==> src/rtl/mp64_uart_txdma_pkg.sv <==
// rtl/mp64_uart_txdma_pkg.sv - CSR map, UART offsets, control bits and FSM encodings for the console TX streamer
package mp64_uart_txdma_pkg;

    // CSR byte offsets within the block
    localparam logic [3:0] TXDMA_SRC0 = 4'h0;
    localparam logic [3:0] TXDMA_SRC1 = 4'h1;
    localparam logic [3:0] TXDMA_SRC2 = 4'h2;
    localparam logic [3:0] TXDMA_SRC3 = 4'h3;
    localparam logic [3:0] TXDMA_LEN0 = 4'h4;
    localparam logic [3:0] TXDMA_LEN1 = 4'h5;
    localparam logic [3:0] TXDMA_CTRL = 4'h6;
    localparam logic [3:0] TXDMA_STAT = 4'h7;

    // CTRL / STAT bit indices
    localparam int CTRL_START   = 0;
    localparam int CTRL_ABORT   = 1;
    localparam int CTRL_IRQ_EN  = 2;
    localparam int STAT_BUSY    = 0;
    localparam int STAT_DONE    = 1;
    localparam int STAT_ABORTED = 2;

    // UART MMIO offsets
    localparam logic [3:0] UART_TX     = 4'h0;
    localparam logic [3:0] UART_STATUS = 4'h1;

    // FSM state encodings
    localparam logic [2:0] ST_IDLE  = 3'd0;
    localparam logic [2:0] ST_FETCH = 3'd1;
    localparam logic [2:0] ST_POLL  = 3'd2;
    localparam logic [2:0] ST_PWAIT = 3'd3;
    localparam logic [2:0] ST_WRITE = 3'd4;
    localparam logic [2:0] ST_WWAIT = 3'd5;

    // Little-endian byte lane select out of a 64-bit memory word
    function automatic logic [7:0] byte_lane(input logic [63:0] word, input logic [2:0] sel);
        return word[8*sel +: 8];
    endfunction

endpackage

==> src/rtl/mp64_uart_txdma.sv <==
// rtl/mp64_uart_txdma.sv - DMA streamer feeding bytes from memory into the UART TX MMIO port
//
// Ports:
//   clk, rst_n                      clock, synchronous active-low reset
//   csr_req/addr/wdata/wen          CPU MMIO access (one-cycle pulse)
//   csr_rdata/csr_ack               registered response, one cycle after csr_req
//   mem_req/mem_addr                64-bit aligned word read, held until mem_ack
//   mem_rdata/mem_ack               read data and completion pulse
//   u_req/u_addr/u_wdata/u_wen      UART MMIO request (STATUS poll or TX write)
//   u_rdata/u_ack                   UART response, one cycle after u_req
//   irq                             level: done & irq_en
module mp64_uart_txdma
    import mp64_uart_txdma_pkg::*;
#(
    parameter int ADDR_W = 32,
    parameter int LEN_W  = 16
) (
    input  logic              clk,
    input  logic              rst_n,
    input  logic              csr_req,
    input  logic [3:0]        csr_addr,
    input  logic [7:0]        csr_wdata,
    input  logic              csr_wen,
    output logic [7:0]        csr_rdata,
    output logic              csr_ack,
    output logic              mem_req,
    output logic [ADDR_W-1:0] mem_addr,
    input  logic [63:0]       mem_rdata,
    input  logic              mem_ack,
    output logic              u_req,
    output logic [3:0]        u_addr,
    output logic [7:0]        u_wdata,
    output logic              u_wen,
    input  logic [7:0]        u_rdata,
    input  logic              u_ack,
    output logic              irq
);

    logic [2:0]        state_q, state_d;
    logic [ADDR_W-1:0] src_q, src_d;
    logic [ADDR_W-1:0] ptr_q, ptr_d;
    logic [LEN_W-1:0]  len_q, len_d;
    logic [63:0]       word_q, word_d;
    logic              irq_en_q, irq_en_d;
    logic              done_q, done_d;
    logic              aborted_q, aborted_d;
    logic              abort_pend_q, abort_pend_d;
    logic              ack_q;
    logic [7:0]        rdata_q, rdata_d;

    logic              busy;
    logic              csr_wr;
    logic              wr_ctrl;
    logic              abort_now;

    // Only STATUS bit0 (tx_ready) matters
    logic unused_ok;
    assign unused_ok = ^u_rdata[7:1];

    assign busy    = (state_q != ST_IDLE);
    assign csr_wr  = csr_req & csr_wen;
    assign wr_ctrl = csr_wr & (csr_addr == TXDMA_CTRL);
    // An ABORT written in the same cycle a transaction completes still takes effect
    assign abort_now = abort_pend_q | (wr_ctrl & csr_wdata[CTRL_ABORT] & busy);

    always_comb begin
        state_d      = state_q;
        src_d        = src_q;
        ptr_d        = ptr_q;
        len_d        = len_q;
        word_d       = word_q;
        irq_en_d     = irq_en_q;
        done_d       = done_q;
        aborted_d    = aborted_q;
        abort_pend_d = abort_now;

        // Address/count registers are frozen while a transfer runs
        if (csr_wr && !busy) begin
            case (csr_addr)
                TXDMA_SRC0: src_d[7:0]   = csr_wdata;
                TXDMA_SRC1: src_d[15:8]  = csr_wdata;
                TXDMA_SRC2: src_d[23:16] = csr_wdata;
                TXDMA_SRC3: src_d[31:24] = csr_wdata;
                TXDMA_LEN0: len_d[7:0]   = csr_wdata;
                TXDMA_LEN1: len_d[15:8]  = csr_wdata;
                default: ;
            endcase
        end

        if (wr_ctrl) begin
            irq_en_d = csr_wdata[CTRL_IRQ_EN];
        end

        // Software clears come first so a same-cycle hardware set wins
        if (csr_wr && csr_addr == TXDMA_STAT) begin
            if (csr_wdata[STAT_DONE])    done_d    = 1'b0;
            if (csr_wdata[STAT_ABORTED]) aborted_d = 1'b0;
        end

        if (wr_ctrl && csr_wdata[CTRL_START] && !busy) begin
            done_d    = 1'b0;
            aborted_d = 1'b0;
            if (len_q == '0) begin
                done_d = 1'b1;
            end else begin
                ptr_d   = src_q;
                state_d = ST_FETCH;
            end
        end

        case (state_q)
            ST_FETCH: begin
                if (mem_ack) begin
                    word_d = mem_rdata;
                    if (abort_now) begin
                        state_d      = ST_IDLE;
                        aborted_d    = 1'b1;
                        abort_pend_d = 1'b0;
                    end else begin
                        state_d = ST_POLL;
                    end
                end
            end
            ST_POLL:  state_d = ST_PWAIT;
            ST_PWAIT: begin
                if (u_ack) begin
                    if (abort_now) begin
                        state_d      = ST_IDLE;
                        aborted_d    = 1'b1;
                        abort_pend_d = 1'b0;
                    end else if (u_rdata[0]) begin
                        state_d = ST_WRITE;
                    end else begin
                        state_d = ST_POLL;
                    end
                end
            end
            ST_WRITE: state_d = ST_WWAIT;
            ST_WWAIT: begin
                if (u_ack) begin
                    ptr_d = ptr_q + ADDR_W'(1);
                    len_d = len_q - LEN_W'(1);
                    // The last byte going out means the transfer completed, abort or not
                    if (len_q == LEN_W'(1)) begin
                        state_d      = ST_IDLE;
                        done_d       = 1'b1;
                        abort_pend_d = 1'b0;
                    end else if (abort_now) begin
                        state_d      = ST_IDLE;
                        aborted_d    = 1'b1;
                        abort_pend_d = 1'b0;
                    end else if (ptr_d[2:0] == 3'd0) begin
                        state_d = ST_FETCH;
                    end else begin
                        state_d = ST_POLL;
                    end
                end
            end
            default: abort_pend_d = 1'b0;
        endcase
    end

    always_comb begin
        rdata_d = 8'h00;
        if (csr_req && !csr_wen) begin
            case (csr_addr)
                TXDMA_SRC0: rdata_d = src_q[7:0];
                TXDMA_SRC1: rdata_d = src_q[15:8];
                TXDMA_SRC2: rdata_d = src_q[23:16];
                TXDMA_SRC3: rdata_d = src_q[31:24];
                TXDMA_LEN0: rdata_d = len_q[7:0];
                TXDMA_LEN1: rdata_d = len_q[15:8];
                TXDMA_CTRL: rdata_d = {5'b0, irq_en_q, 2'b00};
                TXDMA_STAT: rdata_d = {5'b0, aborted_q, done_q, busy};
                default:    rdata_d = 8'h00;
            endcase
        end
    end

    always_ff @(posedge clk) begin
        if (!rst_n) begin
            state_q      <= ST_IDLE;
            src_q        <= '0;
            ptr_q        <= '0;
            len_q        <= '0;
            word_q       <= '0;
            irq_en_q     <= 1'b0;
            done_q       <= 1'b0;
            aborted_q    <= 1'b0;
            abort_pend_q <= 1'b0;
            ack_q        <= 1'b0;
            rdata_q      <= 8'h00;
        end else begin
            state_q      <= state_d;
            src_q        <= src_d;
            ptr_q        <= ptr_d;
            len_q        <= len_d;
            word_q       <= word_d;
            irq_en_q     <= irq_en_d;
            done_q       <= done_d;
            aborted_q    <= aborted_d;
            abort_pend_q <= abort_pend_d;
            ack_q        <= csr_req;
            rdata_q      <= rdata_d;
        end
    end

    assign csr_ack   = ack_q;
    assign csr_rdata = rdata_q;
    assign irq       = done_q & irq_en_q;

    // Bus outputs decode straight from the state register; idle drives zeros
    assign mem_req  = (state_q == ST_FETCH);
    assign mem_addr = (state_q == ST_FETCH) ? {ptr_q[ADDR_W-1:3], 3'b000} : '0;
    assign u_req    = (state_q == ST_POLL) || (state_q == ST_WRITE);
    assign u_wen    = (state_q == ST_WRITE);
    assign u_addr   = (state_q == ST_POLL)  ? UART_STATUS :
                      (state_q == ST_WRITE) ? UART_TX     : 4'h0;
    assign u_wdata  = (state_q == ST_WRITE) ? byte_lane(word_q, ptr_q[2:0]) : 8'h00;

endmodule
==> config.mk <==
export PLATFORM = sky130hd
export DESIGN_NAME = mp64_uart_txdma
export DESIGN_NICKNAME = d
export VERILOG_FILES = /design/src/rtl/mp64_uart_txdma_pkg.sv /design/src/rtl/mp64_uart_txdma.sv
export SDC_FILE = /design/constraint.sdc
export NUM_CORES = 1
export LEC_CHECK = 0
export ABC_AREA = 1
export CAP_MARGIN = 20
export CELL_PAD_IN_SITES_DETAIL_PLACEMENT = 1
export CELL_PAD_IN_SITES_GLOBAL_PLACEMENT = 1
export CORE_MARGIN = 2
export CORE_UTILIZATION = 35
export CTS_BUF_LIST = sky130_fd_sc_hd__clkbuf_8
export CTS_CLUSTER_DIAMETER = 30
export DETAILED_ROUTE_END_ITERATION = 12
export DONT_BUFFER_PORTS = 1
export PLACE_DENSITY = 0.62
export RECOVER_POWER = 50
export SLEW_MARGIN = 20
export SYNTH_ARGS = -nofsm -noshare
export SYNTH_HDL_FRONTEND = slang
export SYNTH_SLANG_ARGS = --single-unit
==> constraint.sdc <==
create_clock -name clk -period 2.2 [get_ports clk]
set_input_delay 0.44 -clock clk [delete_from_list [all_inputs] [get_ports clk]]
set_output_delay 0.44 -clock clk [all_outputs]
set_load 0.03 [all_outputs]
==> run_results.csv <==
group,metric,value,unit
clock_network,clock_sinks,160,
global_routing,grt_max_degree,139,
clock_network,clk_latency,490,ps
sta,finalSetupTns,-26.76,ps
worst_setup_path,cp-start-kind,"register",
drt,avgRoutedWirePerCell,17.78,um
drt,first_pass_iters,4,
hold_path,hold_path_end,"csr_ack",
final_layout,antenna_cells,0,
clock_network,holdBufCountCts,0,
yosys,yosys_warnings,0,
worst_setup_path,path_buf_inv,3,
drt,drc,0,
sta,finalClockSkew,17.59,ps
hold_path,min_path_type,"input pin to register",
die,io_pins,147,
worst_setup_path,crit_fanout,8,
yosys,postSynthCellCount,1336,
sta,post-route-period-util,100.7,%
yosys,synth_ff_type,"dfxtp_1",
worst_setup_path,end_kind,"output pin",
die,initial_core_util,35.51,%
die,core,24180,um2
yosys,synth_most_common_cell,"nor2_1",
worst_setup_path,critical_path_class,"register to output pin",
worst_setup_path,rr_endpoint,"ptr_q[15]",
die,rows,57,
power,vdd_drop_max,313.9,uV
global_routing,grt_pass1_wl,48320,um
worst_setup_path,critPathMostFrequentCell,"nor2_1",
die,dieArea,25800,um2
final_layout,multi_input_area,4602,um2
hold_path,hold_start,"csr_req",
placed_design,dpl.hpwl,21250,um
worst_setup_path,cp_top_family,"buffers and inverters",
clock_network,numCtsBuffers,17,
global_routing,grt.total_usage,23.63,%
global_routing,grt_pass1_vias,8971,
sta,layout_min_cycle_time,2215,ps
worst_setup_path,r2r_start,"state_q[2]",
drt,drt-vias-per-instance,5.230,
placed_design,portBuffers,0,
die,fp.dieW,160.6,um
worst_setup_path,reg2reg_slack,100,ps
worst_setup_path,cp_cell_sequence,"inv_6 -> clkbuf_16 -> nor2_1 -> o22ai_1 -> nor2_1 -> nor2_1 -> buf_4",
worst_setup_path,critical_path_arrival,1770,ps
final_layout,area_delta_synth_final,14.75,%
power,total_power,0.005435,W
final_layout,nFillCells,3164,
hold_path,holdPathStages,2,
sta,tightest_slew,698.2,ps
sta,relSlewSlack,53.40,%
final_layout,regArea,3214,um2
sta,slew_violations,0,
flow_run,drv_cap,0,
outcome,violations,"setup timing",
placed_design,gp_congestion,0.8391,
sta,setup_violations,4,
yosys,synth.distinct_cells,43,
yosys,ys_ff_latch,160,
sta,setup_ws,-14.59,ps
sta,rsz0062_at_grt,"yes",
clock_network,cts_buffer_depth,2,
yosys,synth_edf_count,0,
yosys,synthTopCellsByCount,"nor2_1, o21ai_0, nand2_1",
yosys,netlist_area,8584,um2
sta,fmax,451.6,MHz
drt,vias,8912,
yosys,avgSynthCellArea,6.426,um2
drt,detail_route.iter0.violations,472,
yosys,async_reset_ff_share,0,%
yosys,ys_seq_area_share,37.31,%
final_layout,fin_nets,1462,
die,chipHeight,160.6,um
drt,antenna_left,0,
clock_network,clockRootBuffer,"clkbuf_8",
clock_network,cts_tree,"done",
worst_setup_path,crit_slowest_cell,"dfxtp_4",
worst_setup_path,cp.required,1760,ps
clock_network,htree_levels,4,
sta,hold_viol,0,
yosys,yosysTopAreaCellShare,37.31,%
power,power.density,551.7,nW/um2
clock_network,cts.clk_slew.worst_paths,110,ps
power,cellLeakagePower,3.962,nW
final_layout,layout-drive-gt1-share,11.30,%
outcome,outcome,"complete, but fails checks",
global_routing,antenna_found_initial,0,
worst_setup_path,rr_worst_depth,10,
drt,routed_wl,30300,um
global_routing,grt-ovfl-total,0,
yosys,synth_top_area_cell,"dfxtp_1",
yosys,yosys-top-cells-area,"dfxtp_1, nor2_1, o21ai_0",
worst_setup_path,cpPeakStageDelay,390,ps
[sequential cells by signal (all words and copies together) (netlist names)]
register and count:
abort_pend_q 1, aborted_q 1, csr_ack 1, csr_rdata 8
done_q 1, irq_en_q 1, len_q 16, ptr_q 32
src_q 32, state_q 3, word_q 64
[area by class of cell]
class	count	area share [%]
flip-flops and latches	160	32.63
repair buffers	80	7.405
multi-input cells	975	46.72
repair inverters	1	0.07621
inverters	132	5.182
clock inverters	14	1.359
well taps	324	4.115
clock buffers	18	2.515
[metal layers]
layer  routed length [um]  vias up  GRT usage, %  part of all wire (%)
li1                     -     4445             -                     -
met1                13810     4291         30.02                    46
met2                15080      148         41.93                    50
met3                  994       28         3.822                   3.3
met4                  418        0         5.610                   1.4
met5                    0        -             0                     0
[timing repair]
item                                    CTS  global route
cloned                                    3             2
buffers inserted                          5             3
pin swaps                                17             8
endpoints found under the setup margin   38            43
resized for setup                        46            19
[metrics by stage]
step	setup WS [ps]	utilization, %	hold WS [ps]	std cells	cell area, um2
finish	-14.59	40.74	32.12	1704	9851
global route	-98.54	40.74	29.86	1704	9851
CTS	-37.85	40.66	18.20	1700	9831
detailed placement	251.7	38.16	465.8	1661	9226
global placement	249.3	38.16	459.0	1661	9226
floorplan	237.4	-	439.2	1341	8603
[worst max-delay path by stage]
| stage | startpoint | endpoint | slack, ps | cells past startpoint |
|---|---|---|---|---|
| floorplan | ptr_q[0] | u_wdata[0] | 240 | 7 |
| global placement | ptr_q[1] | u_wdata[2] | 250 | 8 |
| detailed placement | ptr_q[1] | u_wdata[2] | 250 | 8 |
| CTS | ptr_q[0] | u_wdata[0] | -40 | 7 |
| global route | ptr_q[0] | u_wdata[4] | -100 | 6 |
| finish | ptr_q[0] | u_wdata[0] | -10 | 7 |
[where the power goes]
group	internal, W	total (W)	switching (W)
Combinational	0.0000680	0.000252	0.000183
Clock	0.000876	0.00226	0.00138
Sequential	0.00291	0.00293	0.0000175
Total	0.00385	0.00543	0.00158
[cell families (layout without fill, tap and decap cells)]
family          after synthesis  in the layout  share of synthesized area, %
compound gates              365            365                         22.56
xor+xnor                      4              4                        0.4081
other cells                   1              6                       0.04368
buf+inv                     206            245                         10.12
flops                       160            160                         37.31
simple gates                595            595                         28.83
fa+ha+maj                     5              5                        0.7288
[cells in the final DEF, fill, tap and decap left out, drive strengths merged, types with 2 or more instances in the layout]
cell and n:
o22ai 22, nand4 10, o21bai 2, clkinvlp 2, o21ai 212, buf 71
dfxtp 160, a211oi 8, nand2 184, clkinv 2, xor2 4, a31oi 12
clkbuf 27, nand3b 4, o211ai 5, nand3 65, ha 5, conb 6
nor3 22, inv 143, a21oi 99, nor2 308
Note: power is estimated with default switching activity, not from simulation.
